`src/rtl/rx_bit_scheduler_if.sv`:
```
// Bundle of the scheduler's control inputs and sample/status outputs.
// The master side (tick generator, line, host) drives the inputs and the
// slave side (the scheduler) drives the strobes.
interface rx_bit_scheduler_if;
    logic       enable_i;
    logic       baud_tick_i;
    logic       rx_i;
    logic       parity_en_i;
    logic       stop2_i;
    logic       sample_o;
    logic       sample_bit_o;
    logic [1:0] bit_type_o;
    logic [3:0] bit_index_o;
    logic       busy_o;
    logic       frame_done_o;
    logic       frame_err_o;
    logic       false_start_o;

    modport master (
        output enable_i, baud_tick_i, rx_i, parity_en_i, stop2_i,
        input  sample_o, sample_bit_o, bit_type_o, bit_index_o,
               busy_o, frame_done_o, frame_err_o, false_start_o
    );

    modport slave (
        input  enable_i, baud_tick_i, rx_i, parity_en_i, stop2_i,
        output sample_o, sample_bit_o, bit_type_o, bit_index_o,
               busy_o, frame_done_o, frame_err_o, false_start_o
    );
endinterface

```
`src/rtl/rx_bit_scheduler.sv`:
```
// UART receive sample sequencer: finds the start edge, validates the start
// bit at mid-bit, then strobes one mid-bit sample per data/parity/stop bit.
//
// state  | meaning
// IDLE   | waiting for a falling edge on rx while enabled
// START  | counting half a bit to check the start bit is still low
// DATA   | one sample per data bit, LSB first
// PARITY | single parity-bit sample
// STOP   | one or two stop-bit samples, last one ends the frame
module rx_bit_scheduler #(
    parameter int DATA_BITS  = 8,
    parameter int OVERSAMPLE = 16
) (
    input  logic              clk_i,
    input  logic              rst_n_i,
    rx_bit_scheduler_if.slave bus
);
    localparam int CNT_W = $clog2(OVERSAMPLE);
    localparam logic [CNT_W-1:0] MID_CNT   = CNT_W'(OVERSAMPLE / 2 - 1);
    localparam logic [CNT_W-1:0] LAST_CNT  = CNT_W'(OVERSAMPLE - 1);
    localparam logic [3:0]       LAST_DATA = 4'(DATA_BITS - 1);

    typedef enum logic [2:0] {IDLE, START, DATA, PARITY, STOP} state_t;

    state_t           state, state_nxt;
    logic [CNT_W-1:0] cnt, cnt_nxt;
    logic [3:0]       idx, idx_nxt;
    logic             par_lat, par_lat_nxt;
    logic             stop2_lat, stop2_lat_nxt;
    logic             rx_dly;
    logic             fall;
    logic             at_point;

    logic             sample_q, sample_nxt;
    logic             bit_q, bit_nxt;
    logic [1:0]       type_q, type_nxt;
    logic [3:0]       index_q, index_nxt;
    logic             busy_q, busy_nxt;
    logic             done_q, done_nxt;
    logic             err_q, err_nxt;
    logic             fs_q, fs_nxt;

    // The start bit is judged at half a bit, every later bit at a full bit.
    assign fall     = !bus.rx_i && rx_dly;
    assign at_point = bus.baud_tick_i &&
                      ((state == START) ? (cnt == MID_CNT) : (cnt == LAST_CNT));

    // Line history runs in every state so a line held low cannot retrigger.
    always_ff @(posedge clk_i or negedge rst_n_i) begin
        if (!rst_n_i) rx_dly <= 1'b1;
        else          rx_dly <= bus.rx_i;
    end

    // State, counters, latched frame format and registered outputs.
    always_ff @(posedge clk_i or negedge rst_n_i) begin
        if (!rst_n_i) begin
            state     <= IDLE;
            cnt       <= '0;
            idx       <= '0;
            par_lat   <= 1'b0;
            stop2_lat <= 1'b0;
            sample_q  <= 1'b0;
            bit_q     <= 1'b0;
            type_q    <= 2'd0;
            index_q   <= 4'd0;
            busy_q    <= 1'b0;
            done_q    <= 1'b0;
            err_q     <= 1'b0;
            fs_q      <= 1'b0;
        end else begin
            state     <= state_nxt;
            cnt       <= cnt_nxt;
            idx       <= idx_nxt;
            par_lat   <= par_lat_nxt;
            stop2_lat <= stop2_lat_nxt;
            sample_q  <= sample_nxt;
            bit_q     <= bit_nxt;
            type_q    <= type_nxt;
            index_q   <= index_nxt;
            busy_q    <= busy_nxt;
            done_q    <= done_nxt;
            err_q     <= err_nxt;
            fs_q      <= fs_nxt;
        end
    end

    // Next-state and strobe decode; strobes default low, tags hold.
    always_comb begin
        state_nxt     = state;
        cnt_nxt       = cnt;
        idx_nxt       = idx;
        par_lat_nxt   = par_lat;
        stop2_lat_nxt = stop2_lat;
        sample_nxt    = 1'b0;
        bit_nxt       = bit_q;
        type_nxt      = type_q;
        index_nxt     = index_q;
        done_nxt      = 1'b0;
        err_nxt       = 1'b0;
        fs_nxt        = 1'b0;

        if (state == IDLE) begin
            if (bus.enable_i && fall) begin
                state_nxt     = START;
                cnt_nxt       = '0;
                idx_nxt       = 4'd0;
                par_lat_nxt   = bus.parity_en_i;
                stop2_lat_nxt = bus.stop2_i;
            end
        end else if (!bus.enable_i) begin
            state_nxt = IDLE;
        end else if (bus.baud_tick_i) begin
            if (!at_point) begin
                cnt_nxt = cnt + CNT_W'(1);
            end else begin
                cnt_nxt = '0;
                case (state)
                    START: begin
                        if (bus.rx_i) begin
                            fs_nxt    = 1'b1;
                            state_nxt = IDLE;
                        end else begin
                            state_nxt = DATA;
                            idx_nxt   = 4'd0;
                        end
                    end
                    DATA: begin
                        sample_nxt = 1'b1;
                        bit_nxt    = bus.rx_i;
                        type_nxt   = 2'd0;
                        index_nxt  = idx;
                        if (idx == LAST_DATA) begin
                            idx_nxt   = 4'd0;
                            state_nxt = par_lat ? PARITY : STOP;
                        end else begin
                            idx_nxt = idx + 4'd1;
                        end
                    end
                    PARITY: begin
                        sample_nxt = 1'b1;
                        bit_nxt    = bus.rx_i;
                        type_nxt   = 2'd1;
                        index_nxt  = 4'd0;
                        idx_nxt    = 4'd0;
                        state_nxt  = STOP;
                    end
                    STOP: begin
                        sample_nxt = 1'b1;
                        bit_nxt    = bus.rx_i;
                        type_nxt   = 2'd2;
                        index_nxt  = idx;
                        err_nxt    = !bus.rx_i;
                        if (idx == {3'd0, stop2_lat}) begin
                            done_nxt  = 1'b1;
                            state_nxt = IDLE;
                        end else begin
                            idx_nxt = idx + 4'd1;
                        end
                    end
                    default: state_nxt = IDLE;
                endcase
            end
        end

        // Busy stays up through the cycle that shows the terminating pulse.
        busy_nxt = (state_nxt != IDLE) || fs_nxt || done_nxt;
    end

    assign bus.sample_o      = sample_q;
    assign bus.sample_bit_o  = bit_q;
    assign bus.bit_type_o    = type_q;
    assign bus.bit_index_o   = index_q;
    assign bus.busy_o        = busy_q;
    assign bus.frame_done_o  = done_q;
    assign bus.frame_err_o   = err_q;
    assign bus.false_start_o = fs_q;
endmodule

```
`src/flat_wrapper.sv`:
```
// flat-port wrapper written by rule: the top's interface ports become plain ports
module rx_bit_scheduler_flat 
#(
    parameter int DATA_BITS  = 8,
    parameter int OVERSAMPLE = 16
)
  (clk_i, rst_n_i, bus_enable_i, bus_baud_tick_i, bus_rx_i, bus_parity_en_i, bus_stop2_i, bus_sample_o, bus_sample_bit_o, bus_bit_type_o, bus_bit_index_o, bus_busy_o, bus_frame_done_o, bus_frame_err_o, bus_false_start_o);
  rx_bit_scheduler_if bus_i ();
  input  logic clk_i;
  input  logic rst_n_i;
  input wire logic [$bits(bus_i.enable_i)-1:0] bus_enable_i;
  input wire logic [$bits(bus_i.baud_tick_i)-1:0] bus_baud_tick_i;
  input wire logic [$bits(bus_i.rx_i)-1:0] bus_rx_i;
  input wire logic [$bits(bus_i.parity_en_i)-1:0] bus_parity_en_i;
  input wire logic [$bits(bus_i.stop2_i)-1:0] bus_stop2_i;
  output wire logic [$bits(bus_i.sample_o)-1:0] bus_sample_o;
  output wire logic [$bits(bus_i.sample_bit_o)-1:0] bus_sample_bit_o;
  output wire logic [$bits(bus_i.bit_type_o)-1:0] bus_bit_type_o;
  output wire logic [$bits(bus_i.bit_index_o)-1:0] bus_bit_index_o;
  output wire logic [$bits(bus_i.busy_o)-1:0] bus_busy_o;
  output wire logic [$bits(bus_i.frame_done_o)-1:0] bus_frame_done_o;
  output wire logic [$bits(bus_i.frame_err_o)-1:0] bus_frame_err_o;
  output wire logic [$bits(bus_i.false_start_o)-1:0] bus_false_start_o;
  assign bus_i.enable_i = bus_enable_i;
  assign bus_i.baud_tick_i = bus_baud_tick_i;
  assign bus_i.rx_i = bus_rx_i;
  assign bus_i.parity_en_i = bus_parity_en_i;
  assign bus_i.stop2_i = bus_stop2_i;
  assign bus_sample_o = bus_i.sample_o;
  assign bus_sample_bit_o = bus_i.sample_bit_o;
  assign bus_bit_type_o = bus_i.bit_type_o;
  assign bus_bit_index_o = bus_i.bit_index_o;
  assign bus_busy_o = bus_i.busy_o;
  assign bus_frame_done_o = bus_i.frame_done_o;
  assign bus_frame_err_o = bus_i.frame_err_o;
  assign bus_false_start_o = bus_i.false_start_o;
  rx_bit_scheduler #(.DATA_BITS(DATA_BITS), .OVERSAMPLE(OVERSAMPLE)) u_core (.clk_i(clk_i), .rst_n_i(rst_n_i), .bus(bus_i));
endmodule
```
`config.mk`:
```
export PLATFORM = sky130hd
export DESIGN_NAME = rx_bit_scheduler_flat
export DESIGN_NICKNAME = d
export VERILOG_FILES = /design/src/rtl/rx_bit_scheduler_if.sv /design/src/rtl/rx_bit_scheduler.sv /design/src/flat_wrapper.sv
export SDC_FILE = /design/constraint.sdc
export NUM_CORES = 1
export LEC_CHECK = 0
export CORE_UTILIZATION = 54
export DETAILED_ROUTE_END_ITERATION = 8
export MAX_ROUTING_LAYER = met4
export PLACE_DENSITY_LB_ADDON = 0.25
export REMOVE_ABC_BUFFERS = 1
export SYNTH_ARGS = -nofsm -noshare
export SYNTH_HDL_FRONTEND = slang
export SYNTH_SLANG_ARGS = --single-unit
```
`constraint.sdc`:
```
create_clock -name clk_i -period 2.75 [get_ports clk_i]
set_input_delay 0.55 -clock clk_i [delete_from_list [all_inputs] [get_ports clk_i]]
set_output_delay 0.55 -clock clk_i [all_outputs]
set_load 0.005 [all_outputs]
```
==> impl_metrics.env <==
export IMPL_synth_async_reset_ratio_pct=100
export IMPL_synth_area_leader_cell="dfrtp_1"
export IMPL_synth_compound_area_share_pct=17.4
export IMPL_layout_drive_gt1_share_pct=11.9
export IMPL_period_share_pct=80.4
export IMPL_p_leak_nw=0.722
export IMPL_ys_flop_type="dfrtp_1"
export IMPL_worstMarginPinSlew_ns=0.596
export IMPL_finClkSkew_ns=0.00806
export IMPL_diodes=0
export IMPL_utilization_pct=65.1
export IMPL_syn_avg_cell_area_um2=10.2
export IMPL_status="complete, no violations"
export IMPL_ctsResizeCount=0
export IMPL_p_per_area_mw_per_mm2=438
export IMPL_rsz0062_at_grt="false"
export IMPL_vias=1187
export IMPL_ys_ff_latch=26
export IMPL_grt_pass1_wl_mm=4.48
export IMPL_routedWlPerCell_um=14.8
export IMPL_cp_start_kind="primary input"
export IMPL_synth_top_family_by_area="simple AND/OR/NAND/NOR gates"
export IMPL_fp_row_count=18
export IMPL_post_cts_setup_buffers=0
export IMPL_drcViolationCount=0
export IMPL_cts_tree="done"
export IMPL_yosys_warnings=0
export IMPL_portBuffers=18
export IMPL_syn_area_mm2=0.00144
export IMPL_ant_nets=0
export IMPL_synth_xor_area_share_pct=1.22
export IMPL_hold_viol_final=0
export IMPL_worst_path_max_fanout=8
export IMPL_vias_per_cell=6.28
export IMPL_grt_util_all_layers_pct=22.4
export IMPL_synth_edf_count=0
export IMPL_critPathRequiredTime_ns=2.96
export IMPL_synthMuxAreaShare_pct=4.69
export IMPL_power_mw=0.713
export IMPL_fin_area_mm2=0.00163
export IMPL_initial_core_util_pct=57.7
export IMPL_dr_pass1_iters=4
export IMPL_drv_cap=0
export IMPL_maxSlewViolCount=0
export IMPL_clock_sinks=26
export IMPL_setup_tns_ns=0
export IMPL_hp_class="reg2reg"
export IMPL_die_area_mm2=0.00288
export IMPL_grt_max_degree=16
export IMPL_max_clock_freq_mhz=452
export IMPL_setup_violations=0
export IMPL_clk_latency_ns=0.32
export IMPL_ys_seq_area_share_pct=45.2
export IMPL_grt_ovfl_total=0
export IMPL_irDropWorstVdd_uv=307
export IMPL_worstSetupEndpointType="flip-flop"
export IMPL_relSlewSlack_pct=59.9
export IMPL_arrival_ns=2.42
export IMPL_first_iter_violations=30
export IMPL_antenna_found_initial=0
export IMPL_synthAdderAreaFrac_pct=1.74
export IMPL_yosys_top_cells_area="dfrtp_1 (43%), mux2_2 (3.9%), clkbuf_8 (3.8%)"
export IMPL_fin_crit_ns=2.21
export IMPL_path_clk_slew_ns=0.12
export IMPL_fill_cells=222
export IMPL_placed_area_mm2=0.00160
export IMPL_layout_area_overhead_vs_synth_pct=12.8
export IMPL_synth_distinct_cells=51
export IMPL_io_pins=19
export IMPL_wl_mm=2.80
export IMPL_gp_congestion=0.921
export IMPL_htreeDepth=1
export IMPL_coreArea_mm2=0.00250
export IMPL_dieHeight_um=53.7
export IMPL_num_nets_final=169
export IMPL_yosys_area_top_type_share_pct=43.4
export IMPL_die_w_um=53.7
export IMPL_numCtsBuffers=3
export IMPL_cts_buffer_depth=2
export IMPL_yosys_area_share_simple_pct=23.5
export IMPL_worstSetupPathType="in2reg"
export IMPL_dpl_hpwl_mm=2.09
export IMPL_hold_buffers=0
export IMPL_cts_root_buf="clkbuf_4"
export IMPL_synth_cells=141
export IMPL_grt_pass1_vias=1036
==> sequential cells by signal, indices dropped and copies added (netlist names) <==
register	flops
u_core.rx_dly	1
u_core.bus.bit_index_o	4
u_core.bus.frame_err_o	1
u_core.bus.false_start_o	1
u_core.bus.bit_type_o	2
u_core.bus.busy_o	1
u_core.state	3
u_core.stop2_lat	1
u_core.bus.frame_done_o	1
u_core.bus.sample_bit_o	1
u_core.par_lat	1
u_core.idx	4
u_core.cnt	4
u_core.bus.sample_o	1
==> placed cells by master (no fill, tap or decap), types with 3 or more instances in the layout <==
master | synthesis | layout
mux2_2 | 5 | 5
a31oi_1 | 3 | 3
a21oi_1 | 4 | 4
a32o_1 | 3 | 3
nor2_1 | 12 | 12
a22o_1 | 3 | 3
o21ai_0 | 7 | 7
dfrtp_1 | 25 | 25
clkdlybuf4s50_1 | 0 | 18
clkbuf_4 | 0 | 3
and3_2 | 3 | 3
nand3_1 | 4 | 4
nand2_1 | 13 | 13
nor3b_1 | 3 | 3
inv_1 | 6 | 6
==> critical path, stage by stage <==
cell             delay [ns]
clkdlybuf4s50_1        0.54
nor2b_1                0.24
nand4_1                0.25
o21ai_1                0.24
and2_1                 0.25
mux2_2                 0.35
==> Yosys cell counts, types with 2 or more instances <==
| library cell | n |
|---|---|
| dfrtp_1 | 25 |
| nand2_1 | 13 |
| nor2_1 | 12 |
| o21ai_0 | 7 |
| inv_1 | 6 |
| mux2_2 | 5 |
| a21oi_1 | 4 |
| clkbuf_8 | 4 |
| nand3_1 | 4 |
| a22o_1 | 3 |
| a31oi_1 | 3 |
| a32o_1 | 3 |
| and3_2 | 3 |
| nor3b_1 | 3 |
| a21o_1 | 2 |
| a41oi_1 | 2 |
| and2_1 | 2 |
| and4_1 | 2 |
| ha_1 | 2 |
| nand4_1 | 2 |
| nor2b_1 | 2 |
| nor3_1 | 2 |
| o21ai_1 | 2 |
==> power by group <==
group | leakage (nW) | switching, mW | total, mW | internal [mW]
Clock | 0.0150 | 0.105 | 0.162 | 0.0567
Sequential | 0.352 | 0.0450 | 0.450 | 0.405
Combinational | 0.356 | 0.0484 | 0.101 | 0.0526
Total | 0.722 | 0.198 | 0.713 | 0.515
==> final timing paths <==
check / start / to / slack (ns) / cells past startpoint
min in group asynchronous: rst_n_i / u_core.state[2] / 0.56 / 1
setup reg to reg: u_core.state[1] / u_core.idx[0] / 0.59 / 5
hold / removal: u_core.bus.bit_index_o[3] / u_core.bus.bit_index_o[3] / 0.52 / 1
hold reg to reg: u_core.bus.bit_index_o[3] / u_core.bus.bit_index_o[3] / 0.52 / 1
setup / recovery: bus_rx_i / u_core.idx[0] / 0.54 / 6
max in group asynchronous: rst_n_i / u_core.bus.bit_index_o[3] / 1.59 / 2
==> metrics by stage <==
step	hold slack, ns	instances	setup WS (ns)
2_1_floorplan	0.254	136	0.823
3_3_place_gp	0.479	185	0.245
3_5_place_dp	0.496	185	0.219
4_1_cts	0.525	189	0.544
5_1_grt	0.549	189	0.413
6_report	0.517	189	0.540
==> cell families after synthesis <==
group,Yosys count
XOR/XNOR,2
AND/OR/NAND/NOR,59
multiplexers,6
AO/OA/AOI/OAI,35
flip-flops,26
buffers and inverters,11
adder cells (fa/ha/maj),2
==> layout make-up <==
class / instances / area (µm²) / area share (%)
multi-input cells: 104 / 701 / 43.1
repair buffers: 19 / 188 / 11.5
flip-flops and latches: 26 / 652 / 40.1
clock buffers: 4 / 26.3 / 1.62
well taps: 30 / 37.5 / 2.31
inverters: 6 / 22.5 / 1.38
==> routing by layer <==
layer / track usage [%] / part of all wire [%] / up-vias
met2: 34.4 / 46 / 53
met5: - / 0 / -
met1: 28.9 / 46 / 565
met3: 2.54 / 5.2 / 11
li1: - / - / 558
met4: 11.4 / 3.0 / 0
Power figures use the tool's default switching activity.
